===== config.mk =====
export PLATFORM = sky130hd
export DESIGN_NAME = coherence_bus_arbiter
export DESIGN_NICKNAME = d
export VERILOG_FILES = /design/src/rtl/coherence_bus_arbiter_pkg.sv /design/src/rtl/rr_priority_select.sv /design/src/rtl/coherence_bus_arbiter.sv
export SDC_FILE = /design/constraint.sdc
export NUM_CORES = 1
export LEC_CHECK = 0
export BUFFER_PORTS_ARGS = -buffer_cell sky130_fd_sc_hd__buf_2
export CELL_PAD_IN_SITES_DETAIL_PLACEMENT = 1
export CELL_PAD_IN_SITES_GLOBAL_PLACEMENT = 2
export CORE_MARGIN = 4
export CORE_UTILIZATION = 38
export DETAILED_ROUTE_END_ITERATION = 10
export GPL_ROUTABILITY_DRIVEN = 0
export PLACE_DENSITY = 0.83
export SLEW_MARGIN = 15
export SYNTH_ARGS = -nofsm -noshare
export SYNTH_HDL_FRONTEND = slang
export SYNTH_HIERARCHICAL = 1
export SYNTH_SLANG_ARGS = --single-unit

===== constraint.sdc =====
create_clock -name clk -period 2.7 [get_ports clk]
set_input_delay 0.81 -clock clk [delete_from_list [all_inputs] [get_ports clk]]
set_output_delay 0.81 -clock clk [all_outputs]
set_load 0.01 [all_outputs]

===== src/rtl/coherence_bus_arbiter_pkg.sv =====
// Shared coherence bus types: requester ids/vectors and the bus arbiter state encoding.
// Also holds the small wrap-increment helper used when priority rotates.
package coherence_bus_arbiter_pkg;

    localparam int CPUS    = 2;
    localparam int CPUID_W = $clog2(CPUS);

    typedef logic [CPUID_W-1:0] cpuid_t;
    typedef logic [CPUS-1:0]    cpus_bitvec_t;

    typedef enum logic [1:0] {
        ARB_IDLE,
        ARB_GRANT,
        ARB_HOLD,
        ARB_RELEASE
    } arb_state_t;

    // Next index after id in a ring of n entries; n need not be a power of two.
    function automatic int wrap_inc(input int id, input int n);
        return (id + 1 >= n) ? 0 : id + 1;
    endfunction

endpackage


===== src/rtl/rr_priority_select.sv =====
// Combinational round-robin pick: first set request at or above ptr, wrapping N-1 -> 0.
// Safe for non-power-of-two N as long as ptr < N.
module rr_priority_select #(
    parameter  int N   = 2,
    localparam int IDW = $clog2(N)
) (
    input  logic [N-1:0]   req,
    input  logic [IDW-1:0] ptr,
    output logic [N-1:0]   sel,
    output logic [IDW-1:0] idx,
    output logic           hit
);
    import coherence_bus_arbiter_pkg::*;

    int cand;

    always_comb begin
        sel  = '0;
        idx  = '0;
        hit  = 1'b0;
        cand = 0;
        for (int i = 0; i < N; i++) begin
            cand = int'(ptr) + i;
            if (cand >= N) cand = cand - N;
            if (!hit && req[cand]) begin
                hit       = 1'b1;
                sel[cand] = 1'b1;
                idx       = IDW'(cand);
            end
        end
    end

endmodule


===== src/rtl/coherence_bus_arbiter.sv =====
// Round-robin owner of the single coherence bus controller: grants one L1, holds the grant
// through the controller's transaction, then drops it for one cycle and rotates priority.
module coherence_bus_arbiter #(
    parameter  int CPUS    = coherence_bus_arbiter_pkg::CPUS,
    parameter  int TIMEOUT = 1024,
    localparam int IDW     = $clog2(CPUS),
    localparam int WDW     = $clog2(TIMEOUT + 1)
) (
    input  logic            clk,
    input  logic            nRST,
    input  logic [CPUS-1:0] req,
    input  logic            txn_start,
    input  logic            txn_done,
    output logic [CPUS-1:0] grant,
    output logic            grant_valid,
    output logic [IDW-1:0]  grant_id,
    output logic            busy,
    output logic            timeout_err
);
    import coherence_bus_arbiter_pkg::*;

    arb_state_t      state_q, state_d;
    logic [CPUS-1:0] grant_q, grant_d;
    logic            grant_valid_q, grant_valid_d;
    logic [IDW-1:0]  grant_id_q, grant_id_d;
    logic [IDW-1:0]  rr_ptr_q, rr_ptr_d;
    logic            busy_q, busy_d;
    logic            timeout_err_q, timeout_err_d;
    logic [WDW-1:0]  wdog_q, wdog_d;

    logic [CPUS-1:0] pick_sel;
    logic [IDW-1:0]  pick_idx;
    logic            pick_hit;

    rr_priority_select #(.N(CPUS)) u_pick (
        .req (req),
        .ptr (rr_ptr_q),
        .sel (pick_sel),
        .idx (pick_idx),
        .hit (pick_hit)
    );

    always_comb begin
        state_d       = state_q;
        grant_d       = grant_q;
        grant_id_d    = grant_id_q;
        rr_ptr_d      = rr_ptr_q;
        timeout_err_d = timeout_err_q;
        wdog_d        = wdog_q;
        case (state_q)
            ARB_IDLE: begin
                if (pick_hit) begin
                    grant_d    = pick_sel;
                    grant_id_d = pick_idx;
                    state_d    = ARB_GRANT;
                end
            end
            ARB_GRANT: begin
                // A start in the same cycle as a withdrawal still wins: the controller has committed.
                if (txn_start) begin
                    state_d = ARB_HOLD;
                    wdog_d  = '0;
                end else if (!req[grant_id_q]) begin
                    grant_d = '0;
                    state_d = ARB_IDLE;
                end
            end
            ARB_HOLD: begin
                if (wdog_q != WDW'(TIMEOUT)) wdog_d = wdog_q + 1'b1;
                if (txn_done) begin
                    grant_d  = '0;
                    state_d  = ARB_RELEASE;
                    rr_ptr_d = IDW'(wrap_inc(int'(grant_id_q), CPUS));
                end else if (wdog_q >= WDW'(TIMEOUT - 1)) begin
                    timeout_err_d = 1'b1;
                end
            end
            ARB_RELEASE: state_d = ARB_IDLE;
            default:     state_d = ARB_IDLE;
        endcase
        grant_valid_d = |grant_d;
        busy_d        = (state_d != ARB_IDLE);
    end

    always_ff @(posedge clk or negedge nRST) begin
        if (!nRST) begin
            state_q       <= ARB_IDLE;
            grant_q       <= '0;
            grant_valid_q <= 1'b0;
            grant_id_q    <= '0;
            rr_ptr_q      <= '0;
            busy_q        <= 1'b0;
            timeout_err_q <= 1'b0;
            wdog_q        <= '0;
        end else begin
            state_q       <= state_d;
            grant_q       <= grant_d;
            grant_valid_q <= grant_valid_d;
            grant_id_q    <= grant_id_d;
            rr_ptr_q      <= rr_ptr_d;
            busy_q        <= busy_d;
            timeout_err_q <= timeout_err_d;
            wdog_q        <= wdog_d;
        end
    end

    assign grant       = grant_q;
    assign grant_valid = grant_valid_q;
    assign grant_id    = grant_id_q;
    assign busy        = busy_q;
    assign timeout_err = timeout_err_q;

endmodule


==> qor.csv, run 1 <==
metric;value;unit
initial DRC count;40;
r2r setup slk;0.79;ns
wire per inst;16.28;µm
Setup CP Type;reg2reg;
Switch Pwr;488.0;µW
CTS tree;done;
post-CTS repair timing setup buffer count;0;
P_int;730.3;µW
ys async rst share;100.0;%
clk_lat worst skew;0.30;ns
clk sinks;20;
final WL;2654;µm
CP Launch Type;flip-flop;
GRT Total Usage;14.85;%
crit share post-route;70.89;%
fin area;1271;µm²
total iterations of the first detailed-routing run;3;
global-route wire length before repair;4698;µm
number of synthesized flops with an enable pin;0;
IO Port Bufs;11;
register bit count reported by yosys;20;
starting density of the core;40.69;%
Worst Path Max Fanout;9;
syn_area_per_cell;9.435;µm²
Clock Skew;0.003614;ns
LEAKAGE;0.0005570;µW
placed instance area;1219;µm²
nets@finish;141;
DIE AREA;3974;µm²
Die X;63.04;µm
highest ir drop seen on vdd;0.3994;mV
setup ws final;0.7859;ns
htree depth;1;
chip height;63.04;µm
gr ovfl total;0;
worst hold margin;0.4347;ns
setup TNS;0;ns
final slew viol count;0;
synth unique cells;43;
Worst Setup SP;wdog_q[0];
# IOs;12;
num rows;19;
Fin. Hold Viols;0;
total number of vias;954;
worst slew pin tran;0.4450;ns
Worst-path clk slew;0.12;ns
WP data required;2.90;ns
Cell Area, Synth;1151;µm²
DRC;0;
register share of total power;42.3;%
area added between synthesis and finish;10.43;%
number of global-route vias before repair;974;
total number of yosys warnings;6;
crit path time final;1.914;ns
clock group share of total power;20.1;%
CP Capture Type;flip-flop;
root buffer cell;clkbuf_4;
antenna violations before repair;0;
r2r startpoint;wdog_q[0];
RSZ-0062 raised after global routing;false;
Synthesized Nets;130;
Total Power;1218;µW
CP endpoint;wdog_q[5];
antenna diode count;0;
register area share after synthesis;43.48;%
antenna-violating nets left;0;
Gate power share;37.6;%
share of cells above drive strength 1;18.94;%
cells after synthesis;122;
reg-to-reg endpoint;wdog_q[5];
core area;2829;µm²
reg2reg path depth;6;
predominant post-synthesis flop cell;dfrtp_1;
Fmax;0.5224;GHz
pin count of the biggest net entering global routing;21;
cts bufs inserted;3;
pre-CTS WS;0.6527;ns
switching share of power;40.06;%
PwrDens;958.4;nW/µm²
clk buf depth;2;
hold crit path type;in2async;
Max Cap Violations;0;
Layout fillers;336;
status;finished, final reports clean;
hold buffer count at CTS;0;
Arr. time, crit path;2.11;ns
post-cts resize count;0;
headroom to the max-slew limit;70.33;%
Via density;5.853;
dpl hpwl;2054;µm
final setup fails;0;
==> state kept, by name, indices dropped and copies added, names as in the netlist <==
name	cells
wdog_q	11
busy	1
grant_id	1
grant	2
rr_ptr_q	1
grant_valid	1
state_q	2
timeout_err	1
==> cell families (layout without fill, tap and decap cells) <==
| family | count (synthesis) | count (layout) | synth area share (%) |
|---|---|---|---|
| fa+ha+maj | 2 | 2 | 2.174 |
| compound gates | 28 | 28 | 18.37 |
| flops | 20 | 20 | 43.48 |
| mux | 1 | 1 | 0.9782 |
| simple gates | 53 | 53 | 26.85 |
| xor+xnor | 3 | 3 | 2.283 |
| buf+inv | 15 | 25 | 5.869 |
==> layer usage <==
metal,track usage (%),wire length (µm),up-vias,share of wire [%]
li1,-,-,470,-
met1,20.76,1413,477,53
met2,22.79,1176,5,44
met3,2.338,47,2,1.8
met4,5.785,17,0,0.64
met5,0,0,-,0
==> power groups by stage <==
stage          sequential, µW  clock (µW)  combinational, µW
6_report                  515         245                459
5_1_grt                   531         277                513
4_1_cts                   514         253                464
3_5_place_dp              521           0                461
3_3_place_gp              514           0                450
2_1_floorplan             482           0                368
==> final cells by class <==
class,instances,area (µm²),area share [%]
multi-input cells,87,583.1,45.87
clock buffers,3,22.52,1.772
repair buffers,12,62.56,4.921
clock inverters,1,30.03,2.362
flip-flops and latches,20,500.5,39.37
inverters,9,33.78,2.657
well taps,31,38.79,3.051
==> worst min-delay path by stage <==
stage                             end        start  slack [ns]
after CTS                  wdog_q[10]         nRST        0.45
after detailed placement  timeout_err  timeout_err        0.45
after floorplan              rr_ptr_q     rr_ptr_q        0.46
after global placement    timeout_err  timeout_err        0.44
final                      wdog_q[10]         nRST        0.43
after global routing         grant_id         nRST        0.45
==> through the flow <==
stage | cells | util (%)
6_report | 163 | 44.94
5_1_grt | 163 | 44.94
4_1_cts | 163 | 44.94
3_5_place_dp | 159 | 43.08
3_3_place_gp | 159 | 43.08
2_1_floorplan | 122 | -
==> worst max-delay path, cell delays in order, from the launching register on <==
cell and delay [ns]:
dfrtp_1 0.43, inv_1 0.11, ha_1 0.15, nor4b_1 0.29
nand4_2 0.30, and2_4 0.29, a32o_1 0.25
==> placed cells by master, fill, tap and decap left out, types with 2 or more instances in the layout <==
master,count
a22o_1,2
or2_2,2
nor2_1,7
nand2_1,10
xnor2_1,2
o21ai_0,5
a211oi_1,2
ha_1,2
buf_2,11
clkbuf_4,3
dfrtp_1,20
o211ai_1,4
a21boi_0,3
nor2b_1,2
inv_1,9
nor3_1,3
a21oi_1,2
nand3b_1,2
a32o_1,2
nor4_1,2
nand3_1,11
o31ai_1,2
and2_1,2
nand4_1,3
==> cells in the mapped netlist, types with 2 or more instances <==
| master | count | area (µm²) |
|---|---|---|
| dfrtp_1 | 20 | 500.5 |
| nand3_1 | 11 | 55.05 |
| nand2_1 | 10 | 37.54 |
| inv_1 | 9 | 33.78 |
| nor2_1 | 7 | 26.28 |
| o21ai_0 | 5 | 25.02 |
| o211ai_1 | 4 | 30.03 |
| a21boi_0 | 3 | 22.52 |
| nand4_1 | 3 | 18.77 |
| nor3_1 | 3 | 15.01 |
| a211oi_1 | 2 | 15.01 |
| a21oi_1 | 2 | 10.01 |
| a22o_1 | 2 | 17.52 |
| a32o_1 | 2 | 20.02 |
| and2_1 | 2 | 12.51 |
| buf_2 | 2 | 10.01 |
| clkbuf_1 | 2 | 7.510 |
| ha_1 | 2 | 25.02 |
| nand3b_1 | 2 | 15.01 |
| nor2b_1 | 2 | 12.51 |
| nor4_1 | 2 | 12.51 |
| o31ai_1 | 2 | 15.01 |
| or2_2 | 2 | 12.51 |
| xnor2_1 | 2 | 17.52 |
(Power assumes the default switching activity.)
==> run 2, diff against run 1 <==
--- a/config.mk
+++ b/config.mk
@@ -5,14 +5,15 @@
 export SDC_FILE = /design/constraint.sdc
 export NUM_CORES = 1
 export LEC_CHECK = 0
+export ABC_AREA = 1
 export BUFFER_PORTS_ARGS = -buffer_cell sky130_fd_sc_hd__buf_2
 export CELL_PAD_IN_SITES_DETAIL_PLACEMENT = 1
 export CELL_PAD_IN_SITES_GLOBAL_PLACEMENT = 2
 export CORE_MARGIN = 4
-export CORE_UTILIZATION = 38
+export CORE_UTILIZATION = 30
 export DETAILED_ROUTE_END_ITERATION = 10
 export GPL_ROUTABILITY_DRIVEN = 0
-export PLACE_DENSITY = 0.83
+export PLACE_DENSITY = 0.76
 export SLEW_MARGIN = 15
 export SYNTH_ARGS = -nofsm -noshare
 export SYNTH_HDL_FRONTEND = slang
==> constraint.sdc (replaced) <==
create_clock -name clk -period 1.59 [get_ports clk]
set_input_delay 0.477 -clock clk [delete_from_list [all_inputs] [get_ports clk]]
set_output_delay 0.477 -clock clk [all_outputs]
set_load 0.01 [all_outputs]
==> qor.csv, run 2 <==
metric;value;unit;change
synth top area cells;dfrtp_1 (39%), nand2_1 (15%), nand3_1 (7.8%), inv_1 (6.5%), nor2_1 (6.2%);;
CP max stage delay;0.39;ns;-0.04 ns
commonest non-fill, non-tap cells in the layout;nand2_1 (50), inv_1 (22), nor2_1 (21), nand3_1 (20), dfrtp_1 (20);;
RSZ-0062 raised after global routing;false;;
headroom to the max-slew limit;67.96;%;-2.4 points
reg2reg path depth;9;;+3
worst path bufs/invs;1;;unchanged
r2r startpoint;wdog_q[0];;
cts bufs inserted;3;;unchanged
Largest register FFs;11;;unchanged
antenna violations before repair;0;;unchanged
CP Capture Type;flip-flop;;
share of cells above drive strength 1;23.32;%;+4.4 points
Gate power share;46.9;%;+9.3 points
r2r setup slk;0.16;ns;-0.63 ns
starting density of the core;31.48;%;-9.2 points
num rows;23;;+4
DRC;0;;unchanged
Yosys top cell by area;dfrtp_1;;
pin count of the biggest net entering global routing;21;;unchanged
Biggest register;wdog_q;;
Non-Filler Instances;243;;+49%
final WL;3346;µm;+26%
reg-to-reg endpoint;wdog_q[2];;
area added between synthesis and finish;14.10;%;
area share of the largest cell type after synthesis;39.18;%;-4.3 points
Post-synth top cells;nand2_1 (50), inv_1 (22), nor2_1 (21);;
Synthesized Nets;185;;+42%
post-CTS repair timing setup buffer count;0;;unchanged
LEAKAGE;0.0007519;µW;+35%
Max Cap Violations;0;;unchanged
register area share after synthesis;39.18;%;-4.3 points
Fmax;0.6995;GHz;+34%
nets@finish;202;;+43%
Crit. path cell count;9;;+3
total number of yosys warnings;6;;unchanged
root buffer cell;clkbuf_8;;
Switch Pwr;1120;µW;+130%
final setup fails;0;;unchanged
Placed Instances;238;;+50%
Worst-path clk slew;0.08;ns;-0.04 ns
Total Power;2444;µW;+100%
synth unique cells;25;;-42%
highest ir drop seen on vdd;0.6367;mV;+59%
count leader, synth;nand2_1;;
CP Launch Type;flip-flop;;
PwrDens;1677;nW/µm²;+75%
initial DRC count;71;;+78%
CTS tree;done;;
Arr. time, crit path;1.59;ns;-0.52 ns
number of global-route vias before repair;1319;;+35%
clk buf depth;2;;unchanged
WP data required;1.75;ns;-1.15 ns
IO Port Bufs;11;;unchanged
core area;4058;µm²;+43%
antenna-violating nets left;0;;unchanged
worst slew pin tran;0.4806;ns;+0.03554 ns
switching share of power;45.84;%;+5.8 points
Fin. Hold Viols;0;;unchanged
total number of vias;1157;;+21%
commonest non-fill, non-tap cell in the layout;nand2_1;;
GRT Total Usage;14.75;%;-0.10 points
CP endpoint;wdog_q[2];;
syn_area_per_cell;7.217;µm²;-24%
Worst Setup SP;wdog_q[0];;
post-cts resize count;0;;unchanged
Via density;4.761;;-19%
register share of total power;36.5;%;-5.8 points
clk_lat worst skew;0.26;ns;-0.04 ns
register bit count reported by yosys;20;;unchanged
antenna diode count;0;;unchanged
crit path time final;1.430;ns;-0.4845 ns
clk sinks;20;;unchanged
dpl hpwl;2645;µm;+29%
Critical-path top delay cell;dfrtp_1;;
final slew viol count;0;;unchanged
global-route wire length before repair;6106;µm;+30%
Cell Area, Synth;1277;µm²;+11%
clock group share of total power;16.6;%;-3.5 points
wire per inst;13.77;µm;-15%
setup TNS;0;ns;unchanged
htree depth;1;;unchanged
status;finished, final reports clean;;
P_int;1323;µW;+81%
cells after synthesis;177;;+45%
worst hold margin;0.1608;ns;-0.2738 ns
delay-heaviest family, CP;simple AND/OR/NAND/NOR gates;;
predominant post-synthesis flop cell;dfrtp_1;;
number of synthesized flops with an enable pin;0;;unchanged
total iterations of the first detailed-routing run;4;;+1
chip height;73.26;µm;+16%
# IOs;12;;unchanged
hold crit path type;in2async;;
Setup CP Type;reg2reg;;
CP Cell Sequence;inv_1, ha_1, nand2_1, nor2_1, nand3_2, nand2_2, nand2_4, nand2_2, nand2_1;;
gr ovfl total;0;;unchanged
DIE AREA;5366;µm²;+35%
ys async rst share;100.0;%;unchanged
crit share post-route;89.91;%;+19 points
Layout fillers;526;;+57%
Clock Skew;0.004811;ns;+0.001197 ns
Worst Path Max Fanout;8;;-1
hold buffer count at CTS;0;;unchanged
Die X;73.26;µm;+16%
==> run 2: changes by cell type in the layout (fill, tap and decap cells not counted), moves of 6 or more <==
cell     delta
nand3_1     +9
inv_1      +13
o21ai_2     +7
nand2_2     +6
nand2_1    +40
nor2_1     +14
nor2_2      +6
==> run 2: worst min path at each step <==
stage | end | slack (ns) | depth (start not counted)
floorplan | busy | 0.18 | 0
global placement | timeout_err | 0.44 | 2
global route | wdog_q[7] | 0.19 | 1
CTS | wdog_q[3] | 0.19 | 1
finish | wdog_q[3] | 0.16 | 1
detailed placement | timeout_err | 0.45 | 2
==> run 2: cell families (layout without fill, tap and decap cells) <==
kind of cell	count (synthesis)	in the layout	synth area share, %
and+or+nand+nor	114	114	41.43
buffers and inverters	27	43	8.521
DFF	20	20	39.18
AOI/OAI and AO/OA	12	12	7.345
adders and majority gates	2	2	1.959
xor gates and xnor gates	1	1	0.6857
muxes	1	1	0.8814
==> run 2: power groups by stage <==
stage / registers (µW) / clock network (µW) / logic, µW
finish: 892 / 406 / 1150
global route: 930 / 452 / 1310
CTS: 902 / 421 / 1150
detailed placement: 910 / 0 / 1140
global placement: 905 / 0 / 1100
floorplan: 882 / 0 / 798
==> run 2: final cells by class <==
| cell class | instances | area, µm² | share of cell area (%) |
|---|---|---|---|
| Clock buffer | 4 | 55.05 | 3.777 |
| Inverter | 25 | 93.84 | 6.438 |
| Multi-Input combinational cell | 130 | 668.1 | 45.84 |
| Sequential cell | 20 | 500.5 | 34.33 |
| Tap cell | 50 | 62.56 | 4.292 |
| Timing Repair Buffer | 14 | 77.57 | 5.322 |
==> run 2: worst reg2reg max path: stages, from the launching register on <==
cell and delay, ns:
dfrtp_1 0.39, inv_1 0.12, ha_1 0.19, nand2_1 0.06, nor2_1 0.13, nand3_2 0.11
nand2_2 0.09, nand2_4 0.12, nand2_2 0.08, nand2_1 0.05
==> run 2: layer usage <==
| layer | vias to the layer above | track usage (%) | wire length [µm] |
|---|---|---|---|
| li1 | 585 | - | - |
| met1 | 555 | 20.68 | 1709 |
| met2 | 12 | 23.54 | 1535 |
| met3 | 5 | 2.462 | 70 |
| met4 | 0 | 3.689 | 31 |
| met5 | - | 0 | 0 |
==> run 2: through the flow <==
stage          util, %  setup WS [ns]  instance area [µm²]
4_1_cts          35.74         0.1046                 1450
3_5_place_dp     34.38        0.02465                 1395
5_1_grt          35.92        0.01162                 1458
3_3_place_gp     34.38        0.07646                 1395
2_1_floorplan        -         0.2544                 1277
6_report         35.92         0.1605                 1458
==> run 3, diff against run 2 <==
--- a/config.mk
+++ b/config.mk
@@ -9,6 +9,7 @@
 export BUFFER_PORTS_ARGS = -buffer_cell sky130_fd_sc_hd__buf_2
 export CELL_PAD_IN_SITES_DETAIL_PLACEMENT = 1
 export CELL_PAD_IN_SITES_GLOBAL_PLACEMENT = 2
+export CORE_ASPECT_RATIO = 2
 export CORE_MARGIN = 4
 export CORE_UTILIZATION = 30
 export DETAILED_ROUTE_END_ITERATION = 10
==> qor.csv, run 3 (synthesis results as in run 2) <==
metric;value;unit;change
worst path bufs/invs;1;;unchanged
Fmax;0.6930;GHz;-0.93%
crit share post-route;90.75;%;+0.84 points
antenna diode count;0;;unchanged
final WL;3617;µm;+8.1%
WP data required;1.75;ns;about the same
Max Cap Violations;0;;unchanged
total iterations of the first detailed-routing run;4;;unchanged
clk buf depth;2;;unchanged
antenna violations before repair;0;;unchanged
DIE AREA;5429;µm²;+1.2%
RSZ-0062 raised after global routing;false;;
starting density of the core;30.94;%;-0.54 points
commonest non-fill, non-tap cell in the layout;nand2_1;;
Clock Skew;0.002546;ns;-0.002265 ns
pin count of the biggest net entering global routing;21;;unchanged
chip height;100.3;µm;+37%
final setup fails;0;;unchanged
htree depth;1;;unchanged
CP Launch Type;flip-flop;;
share of cells above drive strength 1;23.83;%;+0.52 points
hold buffer count at CTS;0;;unchanged
final slew viol count;0;;unchanged
clk sinks;20;;unchanged
antenna-violating nets left;0;;unchanged
global-route wire length before repair;6134;µm;+0.46%
GRT Total Usage;15.62;%;+0.87 points
Die X;54.14;µm;-26%
fin area;1454;µm²;-0.26%
total number of vias;1180;;+2.0%
Largest register FFs;11;;unchanged
register area;500.5;µm²;unchanged
CP Cell Sequence;inv_2, ha_1, nand2_1, nor2_1, nand3_2, nand2_2, nand2_4, nand2_2, nand2_1;;
delay-heaviest family, CP;simple AND/OR/NAND/NOR gates;;
initial DRC count;21;;-70%
# IOs;12;;unchanged
area of the multi-input gates;668.1;µm²;unchanged
dpl hpwl;3004;µm;+14%
headroom to the max-slew limit;68.06;%;+0.099 points
highest ir drop seen on vdd;0.6141;mV;-3.6%
IO Port Bufs;11;;unchanged
hold crit path type;in2async;;
CP Capture Type;flip-flop;;
root buffer cell;clkbuf_8;;
Via density;4.816;;+1.2%
number of global-route vias before repair;1330;;+0.83%
CTS tree;done;;
setup TNS;0;ns;unchanged
CP max stage delay;0.42;ns;+0.03 ns
Worst Path Max Fanout;8;;unchanged
Final Util;35.21;%;-0.71 points
cts bufs inserted;3;;unchanged
status;finished, final reports clean;;
wire per inst;14.76;µm;+7.2%
crit path time final;1.443;ns;+0.01340 ns
worst slew pin tran;0.4791;ns;-0.001491 ns
Worst-path clk slew;0.08;ns;about the same
LEAKAGE;0.0007489;µW;-0.40%
Arr. time, crit path;1.60;ns;about the same
DRC;0;;unchanged
Biggest register;wdog_q;;
num rows;33;;+43%
Total Power;2410;µW;-1.4%
clk_lat worst skew;0.26;ns;about the same
Setup CP Type;reg2reg;;
Critical-path top delay cell;dfrtp_1;;
PwrDens;1658;nW/µm²;-1.1%
Layout fillers;547;;+4.0%
area added between synthesis and finish;13.81;%;
gr ovfl total;0;;unchanged
placed instance area;1398;µm²;+0.18%
Fin. Hold Viols;0;;unchanged
nets@finish;203;;+0.50%
commonest non-fill, non-tap cells in the layout;nand2_1 (50), inv_1 (21), nor2_1 (21), nand3_1 (20), dfrtp_1 (20);;
core area;4129;µm²;+1.8%
run 3: cell types whose count changed in the layout (fill, tap and decap cells not counted), sizes merged:
cell	before	now
clkbuf	4	3
buf	14	15
run 3: worst reg2reg max path: cells and delay by family (launching register included):
kind | cells | cell delay, ns
and+or+nand+nor | 7 | 0.67
adders and majority gates | 1 | 0.18
buffers and inverters | 1 | 0.09
DFF | 1 | 0.42
run 3: repair_timing:
item                                    CTS  global route
endpoints found under the setup margin    0             8
resized for setup                         0             1
buffers inserted                          0             2
run 3: through the flow:
| step | cells | hold WS, ns | worst slack (ns) |
|---|---|---|---|
| finish | 245 | 0.1658 | 0.1471 |
| global route | 245 | 0.2118 | 0.0004127 |
| CTS | 243 | 0.1882 | 0.09303 |
| detailed placement | 240 | 0.4533 | 0.02906 |
| global placement | 240 | 0.4424 | 0.08832 |
| floorplan | 177 | 0.1814 | 0.2544 |
run 3: final timing paths:
kind	from	end	slack, ns	cells past startpoint
setup / recovery	wdog_q[1]	wdog_q[2]	0.15	9
hold / removal	nRST	wdog_q[3]	0.17	1
setup reg to reg	wdog_q[1]	wdog_q[2]	0.15	9
hold reg to reg	timeout_err	timeout_err	0.47	2
max in group asynchronous	nRST	state_q[0]	1.10	1
min in group clk	timeout_err	timeout_err	0.47	2
run 3: cell type report:
cell class | instances | share of cell area, %
tap | 52 | 4.475
inverter | 25 | 6.454
sequential | 20 | 34.42
timing repair buffer | 15 | 5.852
multi-input combinational | 130 | 45.96
clock buffer | 3 | 2.840
run 3: metal layers:
layer / part of all wire [%] / vias up / routed length (µm) / global-route usage, %
met4: 5.0 / 0 / 181 / 9.597
met1: 32 / 559 / 1168 / 13.45
met2: 61 / 21 / 2197 / 30.66
met5: 0 / - / 0 / 0
met3: 1.9 / 12 / 69 / 1.634
li1: - / 588 / - / -
run 3: report_power, final:
part | switching (µW) | internal, µW | total, µW
clock | 177 | 169 | 346
sequential | 218 | 691 | 909
combinational | 728 | 427 | 1150
